**src/rtl/sa33_feeder_pkg.sv**
```systemverilog
// sa33_pkg: shared sizes, FSM states and window addressing for the 3x3/4x4 systolic feeder
package sa33_pkg;

    localparam int DW    = 8;
    localparam int KS    = 3;
    localparam int IS    = 4;
    localparam int OS    = IS - KS + 1;
    localparam int NL    = OS * OS;
    localparam int NK    = KS * KS;
    localparam int NP    = IS * IS;
    localparam int NSTEP = NK + NL - 1;

    typedef enum logic [1:0] {
        LOAD_W = 2'd0,
        LOAD_A = 2'd1,
        FEED   = 2'd2
    } state_t;

    // Pixel address seen by output lane `lane` at kernel element `k`
    function automatic logic [3:0] win_addr(input int lane, input logic [3:0] k);
        int kk;
        kk = int'(k);
        return 4'(((lane / OS) + kk / KS) * IS + (lane % OS) + kk % KS);
    endfunction

endpackage

```
**src/rtl/sa33_feeder_skew_lane.sv**
```systemverilog
// sa33_skew_lane: decodes the step counter into one lane's skewed operand pair
module sa33_skew_lane
    import sa33_pkg::*;
#(
    parameter int J = 0
) (
    input  logic          i_en,
    input  logic [3:0]    i_t,
    input  logic [DW-1:0] i_w [NK],
    input  logic [DW-1:0] i_p [NP],
    output logic          o_vld,
    output logic [DW-1:0] o_act,
    output logic [DW-1:0] o_wgt
);

    logic [3:0] w_k;
    logic [3:0] w_ki;
    logic [3:0] w_addr;

    // Lane j runs j steps behind lane 0; indices are forced to 0 outside the window
    always_comb begin
        w_k    = i_t - 4'(J);
        o_vld  = i_en && (i_t >= 4'(J)) && (w_k < 4'(NK));
        w_ki   = o_vld ? w_k : 4'd0;
        w_addr = o_vld ? win_addr(J, w_k) : 4'd0;
        o_act  = o_vld ? i_p[w_addr] : '0;
        o_wgt  = o_vld ? i_w[w_ki] : '0;
    end

endmodule

```
**src/rtl/sa33_feeder.sv**
```systemverilog
// sa33_feeder: buffers a 9-weight kernel and 16-pixel tile, then feeds four skewed PE lanes.
// Optional SA33_FEEDER_KEEP_W_EN adds keep_w to reuse the loaded kernel for the next tile.
module sa33_feeder
    import sa33_pkg::*;
#(
    parameter int DW = 8,
    parameter int KS = 3,
    parameter int IS = 4
) (
    input  logic             clk,
    input  logic             rst,
    input  logic             in_valid,
    input  logic [DW-1:0]    in_data,
    output logic             in_ready,
    input  logic             out_ready,
    output logic             out_valid,
    output logic             out_last,
    output logic [NL-1:0]    lane_vld,
    output logic [NL*DW-1:0] act,
`ifdef SA33_FEEDER_KEEP_W_EN
    output logic [NL*DW-1:0] wgt,
    input  logic             keep_w
`else
    output logic [NL*DW-1:0] wgt
`endif
);

    if (KS != 3 || IS != 4) begin : g_bad_cfg
        $error("sa33_feeder: KS and IS are fixed at 3 and 4");
    end

    state_t        r_state;
    state_t        w_next;
    logic [3:0]    r_cnt;
    logic [3:0]    r_t;
    logic          r_wl;
    logic [DW-1:0] r_w [NK];
    logic [DW-1:0] r_p [NP];
    logic          w_xfer;
    logic          w_step;
    logic          w_w_done;
    logic          w_a_done;
    logic          w_keep;

`ifdef SA33_FEEDER_KEEP_W_EN
    assign w_keep = keep_w && r_wl;
`else
    assign w_keep = 1'b0;
`endif

    // State register
    always_ff @(posedge clk or posedge rst) begin
        if (rst)
            r_state <= LOAD_W;
        else
            r_state <= w_next;
    end

    // Handshake decode and next-state selection
    always_comb begin
        in_ready  = r_state != FEED;
        out_valid = r_state == FEED;
        out_last  = out_valid && (r_t == 4'(NSTEP - 1));
        w_xfer    = in_valid && in_ready;
        w_step    = out_valid && out_ready;
        w_w_done  = (r_state == LOAD_W) && w_xfer && (r_cnt == 4'(NK - 1));
        w_a_done  = (r_state == LOAD_A) && w_xfer && (r_cnt == 4'(NP - 1));
        w_next    = w_w_done ? LOAD_A :
                    w_a_done ? FEED :
                    (w_step && out_last) ? (w_keep ? LOAD_A : LOAD_W) : r_state;
    end

    // Byte/step counters and operand buffers
    always_ff @(posedge clk or posedge rst) begin
        if (rst) begin
            r_cnt <= '0;
            r_t   <= '0;
            r_wl  <= 1'b0;
            for (int i = 0; i < NK; i++) r_w[i] <= '0;
            for (int i = 0; i < NP; i++) r_p[i] <= '0;
        end else begin
            if (w_xfer)
                r_cnt <= (w_w_done || w_a_done) ? 4'd0 : r_cnt + 4'd1;
            if (w_xfer && r_state == LOAD_W)
                r_w[r_cnt] <= in_data;
            if (w_xfer && r_state == LOAD_A)
                r_p[r_cnt] <= in_data;
            if (w_w_done)
                r_wl <= 1'b1;
            if (w_step)
                r_t <= out_last ? 4'd0 : r_t + 4'd1;
        end
    end

    for (genvar j = 0; j < NL; j++) begin : g_lane
        sa33_skew_lane #(.J(j)) u_lane (
            .i_en  (out_valid),
            .i_t   (r_t),
            .i_w   (r_w),
            .i_p   (r_p),
            .o_vld (lane_vld[j]),
            .o_act (act[j*DW +: DW]),
            .o_wgt (wgt[j*DW +: DW])
        );
    end

endmodule

```
**config.mk**
```make
export PLATFORM = sky130hd
export DESIGN_NAME = sa33_feeder
export DESIGN_NICKNAME = d
export VERILOG_FILES = /design/src/rtl/sa33_feeder_pkg.sv /design/src/rtl/sa33_feeder_skew_lane.sv /design/src/rtl/sa33_feeder.sv
export SDC_FILE = /design/constraint.sdc
export NUM_CORES = 1
export LEC_CHECK = 0
export CAP_MARGIN = 20
export CORE_ASPECT_RATIO = 1.25
export CORE_MARGIN = 2
export CORE_UTILIZATION = 40
export CTS_CLUSTER_SIZE = 20
export DETAILED_ROUTE_END_ITERATION = 10
export DONT_BUFFER_PORTS = 1
export PLACE_DENSITY_LB_ADDON = 0.08
export SLEW_MARGIN = 30
export SYNTH_ARGS = -nofsm -noshare
export SYNTH_HDL_FRONTEND = slang
export SYNTH_SLANG_ARGS = --single-unit
```
**constraint.sdc**
```tcl
create_clock -name clk -period 17.6 [get_ports clk]
set_clock_uncertainty 0.05 [all_clocks]
set_input_delay 2.64 -clock clk [delete_from_list [all_inputs] [get_ports clk]]
set_output_delay 2.64 -clock clk [all_outputs]
set_load 0.1 [all_outputs]
```
* Word-level counts from Yosys, hierarchy flattened
Index checks and enable logic that the tools add are counted.
** Word-level totals
- Output and inout bits :: 71
- Word-level logic and storage cells :: 151
- Register bits :: 210
** Cells by class
- Divide/modulo/power cells :: 8
- Reduce and logical (&&, ||, !) cells :: 20
- Bitwise logic cells :: 9
- Eq/ne operators :: 6
- $lt $le $gt $ge :: 18
- Add/subtract/negate cells :: 13
- Muxes and demuxes :: 49
** Operator list (count)
- 8-bit binary-select mux with 4-bit select :: 8
- 8-bit two-way mux :: 25
- 128-bit bitwise mux :: 1
- 5-bit by 3-bit divider with 32-bit output, second input constant :: 4
- 5-bit by 3-bit modulo with 32-bit output, second input constant :: 4
- 72-bit bitwise mux :: 1
- 5-bit greater-or-equal comparator, second input constant :: 9
- 4-bit NOT with 5-bit output :: 9
- 4-bit two-way mux :: 10
- 8-bit demux with 4-bit select :: 1
- 1-bit logical AND :: 17
- 4-bit adder :: 4
- 4-bit less-than comparator, second input constant :: 4
- 4-bit equality test, second input constant :: 3
- 4-bit by 1-bit adder with 4-bit output, second input constant :: 2
- 4-bit by 2-bit adder with 4-bit output, second input constant :: 2
- 4-bit by 1-bit greater-or-equal comparator with 1-bit output, second input constant :: 2
- 4-bit by 2-bit greater-or-equal comparator with 1-bit output, second input constant :: 2
- 4-bit by 2-bit subtractor with 4-bit output, second input constant :: 2
- 2-bit two-way mux :: 3
- 5-bit by 1-bit less-than comparator with 1-bit output, second input constant :: 1
- 2-bit adder, first input constant :: 2
- 4-bit by 1-bit subtractor with 4-bit output, second input constant :: 1
- 3-bit nonzero test :: 1
- other kinds (5) :: 5

* Longest topological paths before layout
- Depth after elaboration :: 11
- Mapped depth :: 31
- Gate-level depth less buffers :: 27

* Cells and area by module
From an unflattened synthesis, not the netlist that was laid out.
** Unflattened totals
- Cell total of the unflattened synthesis :: 2021
- Area total of the unflattened synthesis :: 18565.3 um^2
** By module, submodules not included
- sa33_feeder :: area an instance 8313.0 um^2, instances 1, cells an instance 528
- sa33_skew_lane at g_lane[1].u_lane :: area an instance 3374.5 um^2, instances 1, cells an instance 532
- sa33_skew_lane at g_lane[2].u_lane :: area an instance 2363.5 um^2, instances 1, cells an instance 283
- sa33_skew_lane at g_lane[3].u_lane :: area an instance 2341.0 um^2, instances 1, cells an instance 351
- sa33_skew_lane at g_lane[0].u_lane :: area an instance 2173.3 um^2, instances 1, cells an instance 327

* Worst setup path after synthesis
Ideal clock, no wire load.
- Path type :: register to output
- From :: register r_t[1]
- To :: output port act[12]
- Cell stages (with the launch flop) :: 30
- Slack :: 6076 ps
- Required time :: 14910 ps
- Arrival :: 8834 ps
- Cell sequence :: dfrtp_1 clkbuf_1 inv_1 clkbuf_1 ha_1 clkbuf_1 inv_1 clkbuf_1 clkbuf_1 ha_1 ha_1 a21o_1 nor2_1 xnor2_1 ha_1 nor3b_1 and3_1 a31oi_1 o31ai_2 a211oi_1 buf_2 buf_2 inv_1 ha_1 clkbuf_1 nand2_1 nand2_1 nor3_1 or4_1 o31ai_1
** Between the ends
- Cells in the longest elaborated chain, start to end :: 10
- Elaborated cells on any way between the ends :: 15
- Classes of those cells :: add/sub (3); div (2); order compare (2); mux (5); bitwise (1); reduce/logical (2)
** RTL lines
- start: declaration :: line sa33_feeder.sv:35 : logic [3:0] r_t;
- start signal: assignment :: line sa33_feeder.sv:91 : r_t <= out_last ? 4'd0 : r_t + 4'd1;
- 4-bit by 1-bit subtractor with 4-bit output :: line sa33_feeder_skew_lane.sv:22 : w_k = i_t - 4'(J);
- 5-bit by 3-bit divider with 32-bit output :: line sa33_feeder_pkg.sv:23 : return 4'(((lane / OS) + kk / KS) * IS + (lane % OS) + kk % KS);
- 4-bit by 2-bit adder with 4-bit output :: line sa33_feeder_pkg.sv:23
- 4-bit adder :: line sa33_feeder_pkg.sv:23
- 4-bit two-way mux :: line sa33_feeder_skew_lane.sv:25 : w_addr = o_vld ? win_addr(J, w_k) : 4'd0;
- 4-bit NOT with 5-bit output (implied by the code) :: line sa33_feeder_skew_lane.sv:26 : o_act = o_vld ? i_p[w_addr] : '0;
- 8-bit binary-select mux with 4-bit select :: line sa33_feeder_skew_lane.sv:26
- 8-bit two-way mux (implied by the code) (2 in series) :: line sa33_feeder_skew_lane.sv:26
- 8-bit two-way mux * :: line sa33_feeder_skew_lane.sv:26
- end: declaration :: line sa33_feeder.sv:19 : output logic [NL*DW-1:0] act,
Mark *: on every way between the ends. The rest lies on a longest branch, timed or not. The select of a mux whose other input is x is not followed.

* Worst setup path after layout
- From :: register r_t[0]
- To :: output port act[9]
The elaborated chain is that of the path after synthesis.

==> results.cfg <==
[floorplan]
core-area_um2 = 40200
boundaryPins = 83
die-area_um2 = 42400
die_h_um = 230
rows = 82
chipWidth_um = 185
start_util_pct = 40.6

[worst_setup_path]
cp_slowest_cell = nor2_1
cpPeakStageDelay_ns = 0.75
path_common_cell = ha_1
arrival_ns = 9.14
path_class = reg -> out
cp_max_fo = 38
startpoint_type = flop
end_kind = primary output
critPathRequiredTime_ns = 14.91

[global_routing]
antenna_found_initial = 0
overflow = 0
grt_use_total_pct = 29.0
grt_max_degree = 109
grt_pass1_wl_um = 91000
grt_pass1_vias = 13343

[sta]
setup_viol = 0
tightest_slew_ns = 1.04
period_share_pct = 67.2
slew_violations = 0
rsz0062_at_grt = false
finalSetupTns_ns = 0
min_period_ns = 11.83
relSlewSlack_pct = 30.4
max_freq_ghz = 0.0845
hold_viol_final = 0

[logic_synthesis]
yosysSeqAreaShare_pct = 32.2
async_reset_ff_share_pct = 100
synth-edff-count = 0
synth-compound-area-share_pct = 13.0
syn_inst = 1470
syn_area_per_cell_um2 = 11.1
synthSimpleGateAreaFrac_pct = 9.17
synthAdderAreaFrac_pct = 2.68
synthesis.area_um2 = 16300
synth_nets = 1517
ys_seq_elements = 210
muxShareOfSynthArea_pct = 37.9
yosys_warnings = 0
synth_top_family_by_area = multiplexers
ys.flop_type = dfrtp_1
synthXorXnorAreaFrac_pct = 1.39
yosysUniqueCellTypes = 73

[place]
io_buffers = 0
dpl.hpwl_um = 43100
gp_congestion = 0.961

[detailed_routing]
wirelength_um = 61100
routedWlPerCell_um = 30.3
drt_iter0_markers = 1039
vias = 13288
dr.pass1.iters = 5
drc = 0
viasPerCell = 6.60
antenna_left = 0

[clocking]
clk_latency_ns = 0.56
clock_sinks = 210
holdBufCountCts = 0
cts_tree = yes
clkTransAtPathRegs_ns = 0.06
root_buffer = clkbuf_16
cts_max_level = 1
postCtsResizedCells = 0
postCtsSetupBuffers = 0
clk_path_buf_depth = 3
numCtsBuffers = 25

[final_layout]
areaGrowthSynthToFinish_pct = 13.2
layout-drive-gt1-share_pct = 37.8
fillCellCount = 3769
nets = 1497

[outcome]
status = finished, final reports clean

[job]
drv_cap = 0

[hold_path]
hold_path.class = reg -> reg
==> layout by cell type (no fill, tap or decap), drive strengths merged, types with 35 or more instances in the layout <==
master	Yosys	routed
o21ai	37	37
dfrtp	210	210
inv	35	37
nand2	136	136
buf	29	62
a21oi	66	66
mux4	129	129
mux2i	78	78
ha	35	35
nor2	73	73
mux2	222	222
==> per-layer routing <==
layer  global-route usage (%)  up-vias  part of all wire, %
li1                         -     5672                    -
met1                     35.0     6901                   38
met2                     49.5      541                   49
met3                     5.53      174                  7.0
met4                     14.4        0                  5.7
met5                        0        -                    0
==> registers in the layout, indices dropped and copies added (netlist names) <==
name     count
r_p        128
r_cnt        4
r_state      2
r_w         72
r_t          4
==> synth_stat cells (all sizes together), types with 22 or more instances <==
library cell  count  area share [%]
buf              29            0.97
nand2           136             3.1
inv              35            0.81
mux2i            78             4.8
nand3            27            0.83
a21oi            66             2.0
o21ai            37             1.2
nor2             73             1.7
ha               35             2.7
mux2            222              15
clkbuf           80             1.8
o22ai            27             1.0
dfrtp           210              32
mux4            129              18
nor3             22            0.68
==> metrics by stage <==
stage / hold WS (ns) / setup WS, ns / instance area (µm²) / util [%] / cells
floorplan: 0.464 / 6.08 / 16300 / - / 1470
global placement: 0.497 / 6.21 / 17300 / 42.9 / 1965
detailed placement: 0.510 / 5.99 / 17600 / 43.7 / 1969
CTS: 0.525 / 5.36 / 18400 / 45.9 / 2013
global route: 0.550 / 5.28 / 18500 / 45.9 / 2013
finish: 0.521 / 5.77 / 18500 / 45.9 / 2014
==> critical path, delay by kind of cell (launching register included) <==
kind	cells	cell delay, ns
adders and majority gates	5	1.96
AOI/OAI and AO/OA	7	1.70
xor gates and xnor gates	2	0.49
buffers and inverters	5	1.93
and+or+nand+nor	6	1.80
DFF	1	0.67
==> final timing paths <==
check,from,cells past startpoint,slack (ns),endpoint
setup / recovery,r_t[0],25,5.77,act[9]
hold / removal,r_state[0],1,0.52,r_state[0]
setup reg to reg,r_t[0],5,14.98,r_t[1]
hold reg to reg,r_state[0],1,0.52,r_state[0]
max in group asynchronous,rst,2,14.06,r_p[26]
min in group asynchronous,rst,1,2.02,r_p[125]
==> cells by family (layout without fill, tap and decap cells) <==
group | Yosys count | in the layout
AND/OR/NAND/NOR | 327 | 327
multiplexers | 429 | 429
other | 0 | 1
AO/OA/AOI/OAI | 299 | 299
XOR/XNOR | 25 | 25
flip-flops | 210 | 210
buffers and inverters | 145 | 142
adder cells (fa/ha/maj) | 35 | 35
==> final cells by class <==
class | instances | area (µm²) | share of cell area (%)
clock buffer | 34 | 709 | 3.84
clock inverter | 10 | 164 | 0.887
antenna | 1 | 2.50 | 0.0135
tap | 546 | 683 | 3.70
timing repair buffer | 62 | 526 | 2.85
sequential | 210 | 5260 | 28.5
inverter | 36 | 143 | 0.772
multi-input combinational | 1115 | 11000 | 59.5
Power is left out: the tool's default activity adds up to more than one toggle a clock period on the data nets, which glitch-free logic cannot reach.
